**src/rtl/vec_main_decoder.sv**
```systemverilog
// Registered multi-beat main decoder for the vector PE: one opcode per handshake in,
// a stream of control micro-ops out, with memory ops expanded into VLEN/MEM_W beats.
module vec_main_decoder #(
  parameter int VLEN  = 256,
  parameter int MEM_W = 32,
  localparam int BEATS = VLEN / MEM_W,
  localparam int BW    = (BEATS > 1) ? $clog2(BEATS) : 1
) (
  input  logic          clk,
  input  logic          rst,
  input  logic          flush,
  input  logic          in_valid,
  output logic          in_ready,
  input  logic [6:0]    Op,
  output logic          out_valid,
  input  logic          out_ready,
  output logic          RegWrite,
  output logic          ALUSrc,
  output logic          MemWrite,
  output logic          ResultSrc,
  output logic          Branch,
  output logic          UseImm,
  output logic [1:0]    ImmSrc,
  output logic [1:0]    ALUOp,
  output logic [BW-1:0] Beat,
  output logic          Last,
  output logic          Illegal
);

  typedef enum logic [1:0] {IDLE, HOLD, BURST} state_t;

  typedef struct packed {
    logic       reg_write;
    logic       alu_src;
    logic       mem_write;
    logic       result_src;
    logic       branch;
    logic       use_imm;
    logic [1:0] imm_src;
    logic [1:0] alu_op;
    logic       illegal;
  } ctrl_t;

  localparam logic [BW-1:0] LAST_BEAT = BW'(BEATS - 1);
  localparam bit            HAS_BURST = (BEATS > 1);

  state_t        state_q, state_d;
  ctrl_t         ctrl_q, ctrl_d, dec;
  logic          multi;
  logic          accept;
  logic [BW-1:0] beat_q, beat_d, beat_inc;

  assign in_ready = !flush && (state_q == IDLE || (state_q == HOLD && out_ready));
  assign accept   = in_valid && in_ready;
  assign beat_inc = beat_q + BW'(1);

  always_comb begin
    dec   = '0;
    multi = 1'b0;
    case (Op)
      7'b0000011: begin
        dec.reg_write  = 1'b1;
        dec.alu_src    = 1'b1;
        dec.result_src = 1'b1;
        multi          = 1'b1;
      end
      7'b0100011: begin
        dec.mem_write = 1'b1;
        dec.alu_src   = 1'b1;
        dec.imm_src   = 2'b01;
        multi         = 1'b1;
      end
      7'b0110011: begin
        dec.reg_write = 1'b1;
        dec.alu_op    = 2'b10;
      end
      7'b0010011: begin
        dec.reg_write = 1'b1;
        dec.alu_src   = 1'b1;
        dec.use_imm   = 1'b1;
        dec.alu_op    = 2'b10;
      end
      7'b1100011: begin
        dec.branch  = 1'b1;
        dec.imm_src = 2'b10;
        dec.alu_op  = 2'b01;
      end
      default: dec.illegal = 1'b1;
    endcase
  end

  // Flush wins over accept; with no accept, a consumed last beat drains to IDLE
  // and clears the controls so an idle output bundle is all zeros.
  always_comb begin
    state_d = state_q;
    ctrl_d  = ctrl_q;
    beat_d  = beat_q;
    if (flush) begin
      state_d = IDLE;
      ctrl_d  = '0;
      beat_d  = '0;
    end else if (accept) begin
      ctrl_d  = dec;
      beat_d  = '0;
      state_d = (multi && HAS_BURST) ? BURST : HOLD;
    end else begin
      case (state_q)
        BURST: if (out_ready) begin
          beat_d = beat_inc;
          if (beat_inc == LAST_BEAT) state_d = HOLD;
        end
        HOLD: if (out_ready) begin
          state_d = IDLE;
          ctrl_d  = '0;
          beat_d  = '0;
        end
        default: ;
      endcase
    end
  end

  always_ff @(posedge clk) begin
    if (rst) begin
      state_q <= IDLE;
      ctrl_q  <= '0;
      beat_q  <= '0;
    end else begin
      state_q <= state_d;
      ctrl_q  <= ctrl_d;
      beat_q  <= beat_d;
    end
  end

  assign out_valid = (state_q != IDLE);
  assign Last      = (state_q == HOLD);
  assign Beat      = beat_q;
  assign RegWrite  = ctrl_q.reg_write;
  assign ALUSrc    = ctrl_q.alu_src;
  assign MemWrite  = ctrl_q.mem_write;
  assign ResultSrc = ctrl_q.result_src;
  assign Branch    = ctrl_q.branch;
  assign UseImm    = ctrl_q.use_imm;
  assign ImmSrc    = ctrl_q.imm_src;
  assign ALUOp     = ctrl_q.alu_op;
  assign Illegal   = ctrl_q.illegal;

endmodule

```
**config.mk**
```make
export PLATFORM = sky130hd
export DESIGN_NAME = vec_main_decoder
export DESIGN_NICKNAME = d
export VERILOG_FILES = /design/src/rtl/vec_main_decoder.sv
export SDC_FILE = /design/constraint.sdc
export NUM_CORES = 1
export LEC_CHECK = 0
export BUFFER_PORTS_ARGS = -buffer_cell sky130_fd_sc_hd__buf_2
export CAP_MARGIN = 10
export CORE_MARGIN = 2
export CORE_UTILIZATION = 50
export DETAILED_ROUTE_END_ITERATION = 8
export HOLD_SLACK_MARGIN = 0.05
export PLACE_DENSITY_LB_ADDON = 0.1
export SLEW_MARGIN = 20
export SYNTH_ARGS = -nofsm -noshare
export SYNTH_HDL_FRONTEND = slang
export SYNTH_SLANG_ARGS = --single-unit
```
**constraint.sdc**
```tcl
create_clock -name clk -period 2.7 [get_ports clk]
set_clock_uncertainty 0.2 [all_clocks]
set_input_delay 0.27 -clock clk [delete_from_list [all_inputs] [get_ports clk]]
set_output_delay 0.27 -clock clk [all_outputs]
set_load 0.03 [all_outputs]
```
==> flow_metrics.py, run 1 <==
metrics = {
    "finish": {
        "fin_cells": 134,
        "final_layout_size_suffix_gt1_share_pct": 30.5,
        "syn2layout_area_growth_pct": 20.2,
        "nets": 133,
        "fill_cells": 141,
        "fin_util_pct": 62.6,
        "n_antenna_cell": 0,
    },
    "sta": {
        "timing.fmax_mhz": 482,
        "rsz0062_at_grt": "no",
        "hold-worst-slack_ns": 0.105,
        "finalHoldViolations": 0,
        "fin_tns_setup_ns": 0,
        "setup_viol": 0,
        "period_share_pct": 76.9,
        "maxSlewHeadroom_pct": 60.5,
        "report.final.slew_viol_count": 0,
        "period_needed_ns": 2.08,
        "worst_slew_pin_slew_ns": 0.591,
    },
    "cts": {
        "clkTransAtPathRegs_ns": 0.08,
        "clk_latency_ns": 0.28,
        "cts_buffers": 3,
        "cts_tree": "yes",
        "cts-htree-levels": 1,
        "cts_hold_buf": 0,
        "postCtsSetupRepairBufs": 0,
        "root_buffer": "clkbuf_4",
        "cts_buffer_depth": 2,
        "cts_resized": 0,
        "cts.sinks": 14,
    },
    "floorplanning": {
        "fp.dieArea_um2": 1840,
        "die_h_um": 42.9,
        "die_width_um": 42.9,
        "core-area_um2": 1450,
        "pin_count": 29,
        "start_util_pct": 52.1,
        "rows": 14,
    },
    "routing": {
        "ant_nets": 0,
        "dr.pass1.iters": 6,
        "post-route-drc-count": 0,
        "drtIter0Drc": 10,
        "viasPerCell": 5.38,
        "wl_mm": 1.60,
        "routed-via-count": 721,
        "wire_per_inst_um": 11.9,
    },
    "setup_path": {
        "path_class": "flop to flop",
        "crit_family": "simple AND/OR/NAND/NOR gates",
        "critPathRequiredTime_ns": 2.71,
        "slowest_delay_ns": 0.67,
        "cp_slowest_cell": "or4b_1",
        "critPathBufInv": 0,
        "crit_arrival_ns": 2.09,
        "cp_max_fo": 12,
        "cp_cell_sequence": "nor2b_4 > or4b_1 > or4_1 > a21oi_1",
        "critPathCaptureType": "flop",
        "critPathLaunchType": "flop",
    },
    "power": {
        "power_mw": 0.399,
        "leakagePower_nw": 0.396,
        "power_density_nw_per_um2": 439,
        "peakVddDrop_uv": 253,
    },
    "yosys": {
        "synth-async-reset-ratio_pct": 0,
        "syn_avg_cell_area_um2": 8.14,
        "synthesis.nets": 107,
        "yosysMostFrequentCell": "nand3_1",
        "ys_warn_count": 0,
        "synth_edf_count": 0,
        "ys_ff_latch": 14,
        "synth_commonest_cells": "15 x nand3_1, 14 x dfxtp_1, 12 x a21oi_1",
        "synthCells": 93,
        "ys_seq_area_share_pct": 37.0,
        "yosysUniqueCellTypes": 30,
        "synth_top_area_share_pct": 37.0,
        "netlist_top_cells_area": "dfxtp_1 37%, nand3_1 9.9%, a21oi_1 7.9%",
        "syn_area_um2": 757,
        "synthFlopType": "dfxtp_1",
        "yosysTopAreaCell": "dfxtp_1",
    },
    "place": {
        "dp_cells": 130,
        "io_buffers": 28,
        "gp_congestion": 0.806,
        "dpl.hpwl_mm": 1.17,
    },
    "run": {
        "cap_viol_max_count": 0,
    },
    "run_status": {
        "status": "finished clean",
    },
    "global_routing": {
        "grt_pass1_wl_mm": 2.64,
        "grt_max_degree": 13,
        "antenna_found_initial": 0,
        "grt_pass1_vias": 619,
        "grt_overflow_total": 0,
        "track_usage_pct": 19.0,
    },
    "min_path": {
        "hold_path_class": "primary input to flop",
    },
}
## per-layer routing
metal / global-route usage (%) / up-vias / part of all wire [%]
met5: 0 / - / 0
met4: 7.50 / 0 / 0.63
met3: 5.96 / 2 / 6.9
met2: 26.4 / 21 / 39
met1: 27.1 / 314 / 53
li1: - / 384 / -
## logic make-up after synthesis
family	synth area share, %
flip-flops	37.0
AO/OA/AOI/OAI	17.5
XOR/XNOR	1.16
adder cells (fa/ha/maj)	3.31
buffers and inverters	7.27
AND/OR/NAND/NOR	33.7
## metrics by stage
step,worst slack [ns],cell area [um^2]
global placement,0.659,873
finish,0.624,910
CTS,0.629,910
floorplan,0.913,757
global route,0.533,910
detailed placement,0.642,873
## placed cells by master (no fill, tap or decap)
cell type,n
o21ai_0,5
clkbuf_4,3
or2_2,2
nor2_1,5
inv_1,3
nand2b_1,3
nand4b_1,1
nor4b_2,1
buf_2,28
or4_1,1
a21oi_1,12
nor4bb_1,1
nand4_1,1
a21o_1,2
nand2_1,5
a22oi_1,2
or4b_1,1
nor2b_4,1
clkbuf_8,1
xor2_1,1
ha_1,2
or3_1,1
dfxtp_1,14
nor2b_1,3
nor3_1,1
a2bb2oi_1,1
a22o_1,1
and4b_1,1
nand3_1,15
## final timing paths
check	slack, ns	cells after the start	from	to
setup / recovery	0.62	4	state_q[0]$_SDFFE_PP0P_	ResultSrc$_SDFFE_PP0P_
setup reg to reg	0.62	4	state_q[0]$_SDFFE_PP0P_	ResultSrc$_SDFFE_PP0P_
hold / removal	0.11	3	Op[4]	ALUOp[1]$_SDFFE_PP0P_
hold reg to reg	0.26	2	Illegal$_SDFFE_PP0P_	Illegal$_SDFFE_PP0P_
## sequential cells by signal, summed over array words and instances (netlist names)
| name | cells |
|---|---|
| state_q | 2 |
| RegWrite | 1 |
| ResultSrc | 1 |
| ALUOp | 2 |
| UseImm | 1 |
| Illegal | 1 |
| ImmSrc | 2 |
| Beat | 3 |
| ALUSrc | 1 |
## tightest hold or removal path: stages
cell	delay (ns)
buf_2	0.14
nand3_1	0.07
a21oi_1	0.06
## area by class of cell
class	instances	area [um^2]	share of cell area (%)
Multi-Input combinational cell	69	422	46.4
Sequential cell	14	280	30.8
Timing Repair Buffer	28	140	15.4
Clock buffer	4	36.3	3.99
Tap cell	16	20.0	2.20
Inverter	3	11.3	1.24
## power by group
part / leakage [nW] / switching, mW / internal, mW
registers: 0.113 / 0.00139 / 0.207
clock network: 0.0210 / 0.0668 / 0.0820
logic: 0.262 / 0.0257 / 0.0160
Power figures use the tool's default switching activity.
==> run 2: changes to the inputs <==
--- a/config.mk
+++ b/config.mk
@@ -5,10 +5,11 @@
 export SDC_FILE = /design/constraint.sdc
 export NUM_CORES = 1
 export LEC_CHECK = 0
+export ABC_AREA = 1
 export BUFFER_PORTS_ARGS = -buffer_cell sky130_fd_sc_hd__buf_2
 export CAP_MARGIN = 10
 export CORE_MARGIN = 2
-export CORE_UTILIZATION = 50
+export CORE_UTILIZATION = 46
 export DETAILED_ROUTE_END_ITERATION = 8
 export HOLD_SLACK_MARGIN = 0.05
 export PLACE_DENSITY_LB_ADDON = 0.1
==> constraint.sdc (replaced) <==
create_clock -name clk -period 2.1 [get_ports clk]
set_clock_uncertainty 0.2 [all_clocks]
set_input_delay 0.21 -clock clk [delete_from_list [all_inputs] [get_ports clk]]
set_output_delay 0.21 -clock clk [all_outputs]
set_load 0.03 [all_outputs]
==> run 2 against run 1 <==
  * Combinational power increased by 68%
  * Flip-flop and latch count unchanged
  * First-iteration DRC count unchanged
  * Cell count increased by 19%
  * Largest cell class unchanged
  * Global-route usage decreased by 1.1 points
  * Core utilization increased by 0.57 points
  * Sequential power increased by 28%
  * Count of clock-buffer cells in the layout unchanged
  * Routed wire length decreased by 0.81%
  * Via count increased by 9.3%
  * Critical path depth increased by 4
  * Area after synthesis decreased by 0.33%
==> flow_metrics.py, run 2 <==
metrics = {
    "yosys": {
        "syn_area_um2": 754,
        "synth_xor_area_share_pct": 0,
        "synth_edf_count": 0,
        "synth-async-reset-ratio_pct": 0,
        "synth_compound_area_share_pct": 15.9,
        "ys_ff_latch": 14,
        "yosysMostFrequentCell": "nand2_1",
        "yosys.area_share.simple_pct": 30.5,
        "synth_top_family_by_area": "simple AND/OR/NAND/NOR gates",
        "ys_seq_area_share_pct": 37.1,
        "synthFlopType": "dfxtp_1",
        "synthCells": 111,
        "yosysUniqueCellTypes": 19,
        "ys_warn_count": 0,
        "synthAdderAreaFrac_pct": 3.32,
        "netlist_top_cells_area": "dfxtp_1 37%, nand2_1 14%, a21oi_1 11%",
        "yosysTopAreaCell": "dfxtp_1",
        "syn_avg_cell_area_um2": 6.80,
        "synthesis.nets": 125,
        "synth_top_area_share_pct": 37.1,
        "synth_commonest_cells": "28 x nand2_1, 16 x a21oi_1, 16 x inv_1",
        "muxShareOfSynthArea_pct": 0,
    },
    "floorplanning": {
        "die_h_um": 44.5,
        "rows": 14,
        "core-area_um2": 1520,
        "start_util_pct": 49.5,
        "pin_count": 29,
        "fp.dieArea_um2": 1980,
        "die_width_um": 44.5,
    },
    "finish": {
        "syn2layout_area_growth_pct": 27.5,
        "n_antenna_cell": 0,
        "multi_input_area_um2": 375,
        "regArea_um2": 280,
        "fill_cells": 144,
        "final_cell_mix": "28 x nand2_1, 28 x buf_2, 16 x inv_1, 16 x a21oi_1, 14 x dfxtp_1",
        "largest_reg_flops": 3,
        "nets": 158,
        "final_layout_size_suffix_gt1_share_pct": 27.3,
    },
    "routing": {
        "ant_nets": 0,
        "drtIter0Drc": 10,
        "wl_mm": 1.58,
        "viasPerCell": 4.96,
        "wire_per_inst_um": 9.96,
        "dr.pass1.iters": 4,
        "post-route-drc-count": 0,
        "routed-via-count": 788,
    },
    "setup_path": {
        "critPathCaptureType": "flop",
        "critPathLaunchType": "flop",
        "cp_max_fo": 3,
        "path_class": "flop to flop",
        "critPathRequiredTime_ns": 2.08,
        "crit_arrival_ns": 1.90,
    },
    "global_routing": {
        "grt_pass1_vias": 666,
        "track_usage_pct": 17.9,
        "grt_max_degree": 12,
        "antenna_found_initial": 0,
        "grt_pass1_wl_mm": 2.58,
        "grt_overflow_total": 0,
    },
    "cts": {
        "cts_buffers": 3,
        "cts-htree-levels": 1,
        "clkTransAtPathRegs_ns": 0.09,
        "postCtsSetupRepairBufs": 0,
        "cts_buffer_depth": 2,
        "cts.sinks": 14,
        "cts_resized": 0,
        "clk_latency_ns": 0.28,
        "root_buffer": "clkbuf_4",
        "cts_tree": "yes",
    },
    "place": {
        "io_buffers": 28,
        "gp_congestion": 0.837,
        "dpl.hpwl_mm": 1.24,
    },
    "sta": {
        "worst_slew_pin_slew_ns": 0.344,
        "period_needed_ns": 1.93,
        "rsz0062_at_grt": "no",
        "period_share_pct": 91.8,
        "maxSlewHeadroom_pct": 77.0,
        "finalHoldViolations": 0,
        "fin_tns_setup_ns": 0,
        "setup_viol": 0,
        "report.final.slew_viol_count": 0,
        "hold-worst-slack_ns": 0.0617,
        "timing.fmax_mhz": 519,
    },
    "power": {
        "leakagePower_nw": 0.503,
        "peakVddDrop_uv": 391,
        "power_density_nw_per_um2": 556,
    },
    "run_status": {
        "status": "finished clean",
    },
    "run": {
        "cap_viol_max_count": 0,
    },
    "min_path": {
        "hold_path_class": "primary input to flop",
    },
}
[run 2: worst paths after layout]
path / cells after the start / slack, ns / to / startpoint
min reg2reg: 2 / 0.26 / ALUOp[1]$_SDFFE_PP0P_ / ALUOp[1]$_SDFFE_PP0P_
max reg2reg: 8 / 0.17 / Beat[2]$_SDFFE_PP0P_ / state_q[1]$_SDFFE_PP0P_
min: 4 / 0.06 / Beat[1]$_SDFFE_PP0P_ / flush
max: 8 / 0.17 / Beat[2]$_SDFFE_PP0P_ / state_q[1]$_SDFFE_PP0P_
[run 2: worst max-delay path: stages (launching register included)]
cell and delay, ns:
dfxtp_1 0.38, inv_2 0.05, nor2_1 0.19, inv_2 0.07, a21oi_1 0.19, inv_1 0.08, nand2_1 0.06, a21oi_1 0.05
dlygate4sd3_1 0.55
[run 2: cells by family (layout without fill, tap and decap cells)]
logic type,Yosys count,after routing
AOI/OAI and AO/OA,20,20
adders and majority gates,2,2
buffers and inverters,23,55
DFF,14,14
and+or+nand+nor,52,52
[run 2: power breakdown]
part	leakage [nW]	internal, mW	switching (mW)
clock network	0.0210	0.106	0.0906
registers	0.113	0.267	0.00145
logic	0.370	0.0244	0.0455
[run 2: per-stage QoR]
step	power, mW	area (um^2)	utilization [%]	cells	setup WS [ns]
CTS	0.540	962	63.1	159	0.177
finish	0.534	962	63.1	159	0.173
global route	0.556	962	63.1	159	0.0606
floorplan	0.318	754	-	111	0.531
detailed placement	0.342	896	58.8	152	0.648
global placement	0.341	896	58.8	152	0.680
[run 2: final cells by class]
class / instances / share of cell area, %
Multi-Input combinational cell: 74 / 39.0
Sequential cell: 14 / 29.1
Timing Repair Buffer: 31 / 17.7
Inverter: 20 / 8.32
Clock buffer: 4 / 3.77
Tap cell: 16 / 2.08
[run 2: layer usage]
| metal | vias to the layer above | track usage [%] | share of wire (%) |
|---|---|---|---|
| li1 | 416 | - | - |
| met4 | 0 | 9.09 | 0.88 |
| met2 | 21 | 30.4 | 52 |
| met3 | 2 | 4.08 | 6.1 |
| met5 | - | 0 | 0 |
| met1 | 349 | 20.8 | 41 |
[run 2: repair_timing]
item / 4_1_cts / 5_1_grt
setup endpoints to repair: 0 / 0
hold buffers: 3 / 0
endpoints found under the hold margin: 3 / 0
==> run 3: changes to the inputs <==
--- a/config.mk
+++ b/config.mk
@@ -12,7 +12,7 @@
 export CORE_UTILIZATION = 46
 export DETAILED_ROUTE_END_ITERATION = 8
 export HOLD_SLACK_MARGIN = 0.05
-export PLACE_DENSITY_LB_ADDON = 0.1
+export PLACE_DENSITY = 0.73
 export SLEW_MARGIN = 20
 export SYNTH_ARGS = -nofsm -noshare
 export SYNTH_HDL_FRONTEND = slang
==> run 3 against run 2 <==
  * Die area is the same
  * Cell area fell by 2.1%
  * Count of clock-buffer cells in the layout stayed put
  * Worst setup slack gained 0.33 ns
  * First-iteration DRC count up 40%
  * Cell count down 1.3%
  * Total power is 0.37% lower
  * Combinational power fell by 2%
  * Clock power hardly changed
  * Maximum frequency up 21%
  * Non-clock buffer count decreased by 2
  * Largest power group unchanged
==> flow_metrics.py, run 3 (same netlist as run 2, synthesis figures left out) <==
metrics = {
    "routing": {
        "routed-via-count": 768,
        "dr.pass1.iters": 4,
        "ant_nets": 0,
        "post-route-drc-count": 0,
        "drtIter0Drc": 14,
        "wire_per_inst_um": 9.97,
        "wl_mm": 1.57,
        "viasPerCell": 4.89,
    },
    "global_routing": {
        "track_usage_pct": 19.0,
        "grt_overflow_total": 0,
        "grt_pass1_wl_mm": 2.80,
        "antenna_found_initial": 0,
        "grt_pass1_vias": 679,
        "grt_max_degree": 12,
    },
    "finish": {
        "syn2layout_area_growth_pct": 24.9,
        "n_antenna_cell": 0,
        "fill_cells": 152,
        "final_layout_size_suffix_gt1_share_pct": 27.7,
        "fin_cells": 157,
        "nets": 156,
        "largest_reg_flops": 3,
        "final_cell_mix": "28 x nand2_1, 28 x buf_2, 16 x inv_1, 16 x a21oi_1, 14 x dfxtp_1",
    },
    "setup_path": {
        "crit_arrival_ns": 1.19,
        "cp_max_fo": 5,
        "worstReg2RegEnd": "state_q[0]$_SDFFE_PP0P_",
        "path_class": "flop to output port",
        "critPathCaptureType": "output port",
        "ff2ff_setup_slack_ns": 0.65,
        "critPathRequiredTime_ns": 1.69,
        "r2r_start": "Beat[0]$_SDFFE_PP0P_",
        "critPathLaunchType": "flop",
        "reg2reg_depth": 9,
    },
    "cts": {
        "clkTransAtPathRegs_ns": 0.09,
        "cts_tree": "yes",
        "cts_buffer_depth": 2,
        "clk_latency_ns": 0.28,
        "cts-htree-levels": 1,
        "cts.sinks": 14,
        "cts_buffers": 3,
        "root_buffer": "clkbuf_4",
        "cts_resized": 0,
    },
    "floorplanning": {
        "die_h_um": 44.5,
        "pin_count": 29,
        "core-area_um2": 1520,
        "fp.dieArea_um2": 1980,
        "start_util_pct": 49.5,
        "rows": 14,
        "die_width_um": 44.5,
    },
    "min_path": {
        "hold_path_class": "primary input to flop",
        "holdPathStages": 4,
        "hold_start": "rst",
        "hold_path_end": "Beat[2]$_SDFFE_PP0P_",
    },
    "sta": {
        "layout_setup_ws_ns": 0.503,
        "finalHoldViolations": 0,
        "period_share_pct": 76.0,
        "report.final.slew_viol_count": 0,
        "hold-worst-slack_ns": 0.0459,
        "setup_viol": 0,
        "timing.fmax_mhz": 626,
        "maxSlewHeadroom_pct": 78.6,
        "fin_tns_setup_ns": 0,
        "period_needed_ns": 1.60,
        "rsz0062_at_grt": "no",
        "worst_slew_pin_slew_ns": 0.321,
    },
    "power": {
        "leakagePower_nw": 0.492,
        "pwr-share-clk_pct": 36.7,
        "p_sw_share_pct": 25.7,
        "seq_power_share_pct": 50.4,
        "comb_power_share_pct": 12.8,
        "p_switching_mw": 0.137,
        "peakVddDrop_uv": 321,
        "power_density_nw_per_um2": 565,
        "p_int_mw": 0.396,
    },
    "place": {
        "gp_congestion": 0.893,
        "dp_cells": 152,
        "dpl.hpwl_mm": 1.25,
        "dpl_worst_slack_ns": 0.650,
        "io_buffers": 28,
    },
    "run_status": {
        "status": "finished clean",
    },
    "run": {
        "cap_viol_max_count": 0,
    },
}
-- run 3: worst max-delay path by stage --
stage                                        from                       to  slack [ns]  depth (start not counted)
after floorplan              Beat[0]$_SDFFE_PP0P_  state_q[0]$_SDFFE_PP0P_        0.53                          8
after global placement       Beat[0]$_SDFFE_PP0P_  state_q[0]$_SDFFE_PP0P_        0.70                          9
after detailed placement     Beat[0]$_SDFFE_PP0P_  state_q[0]$_SDFFE_PP0P_        0.65                          9
after CTS                 state_q[1]$_SDFFE_PP0P_                 in_ready        0.51                          4
after global routing      state_q[1]$_SDFFE_PP0P_                 in_ready        0.42                          4
final                     state_q[0]$_SDFFE_PP0P_                     Last        0.50                          3
-- run 3: layer usage --
layer,wire length (um),global-route usage (%),up-vias
met5,0,0,-
met4,17,7.27,0
met3,103,4.90,2
met2,713,29.3,22
met1,732,25.2,332
li1,-,-,412
-- run 3: worst max-delay path, cell delays in order (launching register included) --
cell and delay (ns):
dfxtp_1 0.42, nand2_1 0.13, inv_1 0.14, buf_2 0.22
-- run 3: power by group through the flow --
stage	registers (mW)	clock network, mW	logic (mW)
2_1_floorplan	0.276	0	0.0422
3_3_place_gp	0.275	0	0.0660
3_5_place_dp	0.275	0	0.0669
4_1_cts	0.269	0.199	0.0688
5_1_grt	0.269	0.210	0.0777
6_report	0.269	0.196	0.0683
-- run 3: timing repair --
action	CTS	global route
endpoints found under the setup margin	0	0
hold buffers	1	0
hold endpoints to repair	1	0
setup buffers	0	0
-- run 3: area by class of cell --
class	count	area [um^2]	share of cell area, %
multi-input combinational	74	375	39.8
inverter	20	80.1	8.50
clock buffer	4	36.3	3.85
sequential	14	280	29.7
timing repair buffer	29	150	15.9
tap	16	20.0	2.12
-- run 3: through the flow --
stage	power, mW	instance area (um^2)	util (%)
global route	0.556	942	61.8
finish	0.533	942	61.8
floorplan	0.318	754	-
detailed placement	0.342	896	58.8
CTS	0.536	942	61.8
global placement	0.341	896	58.8
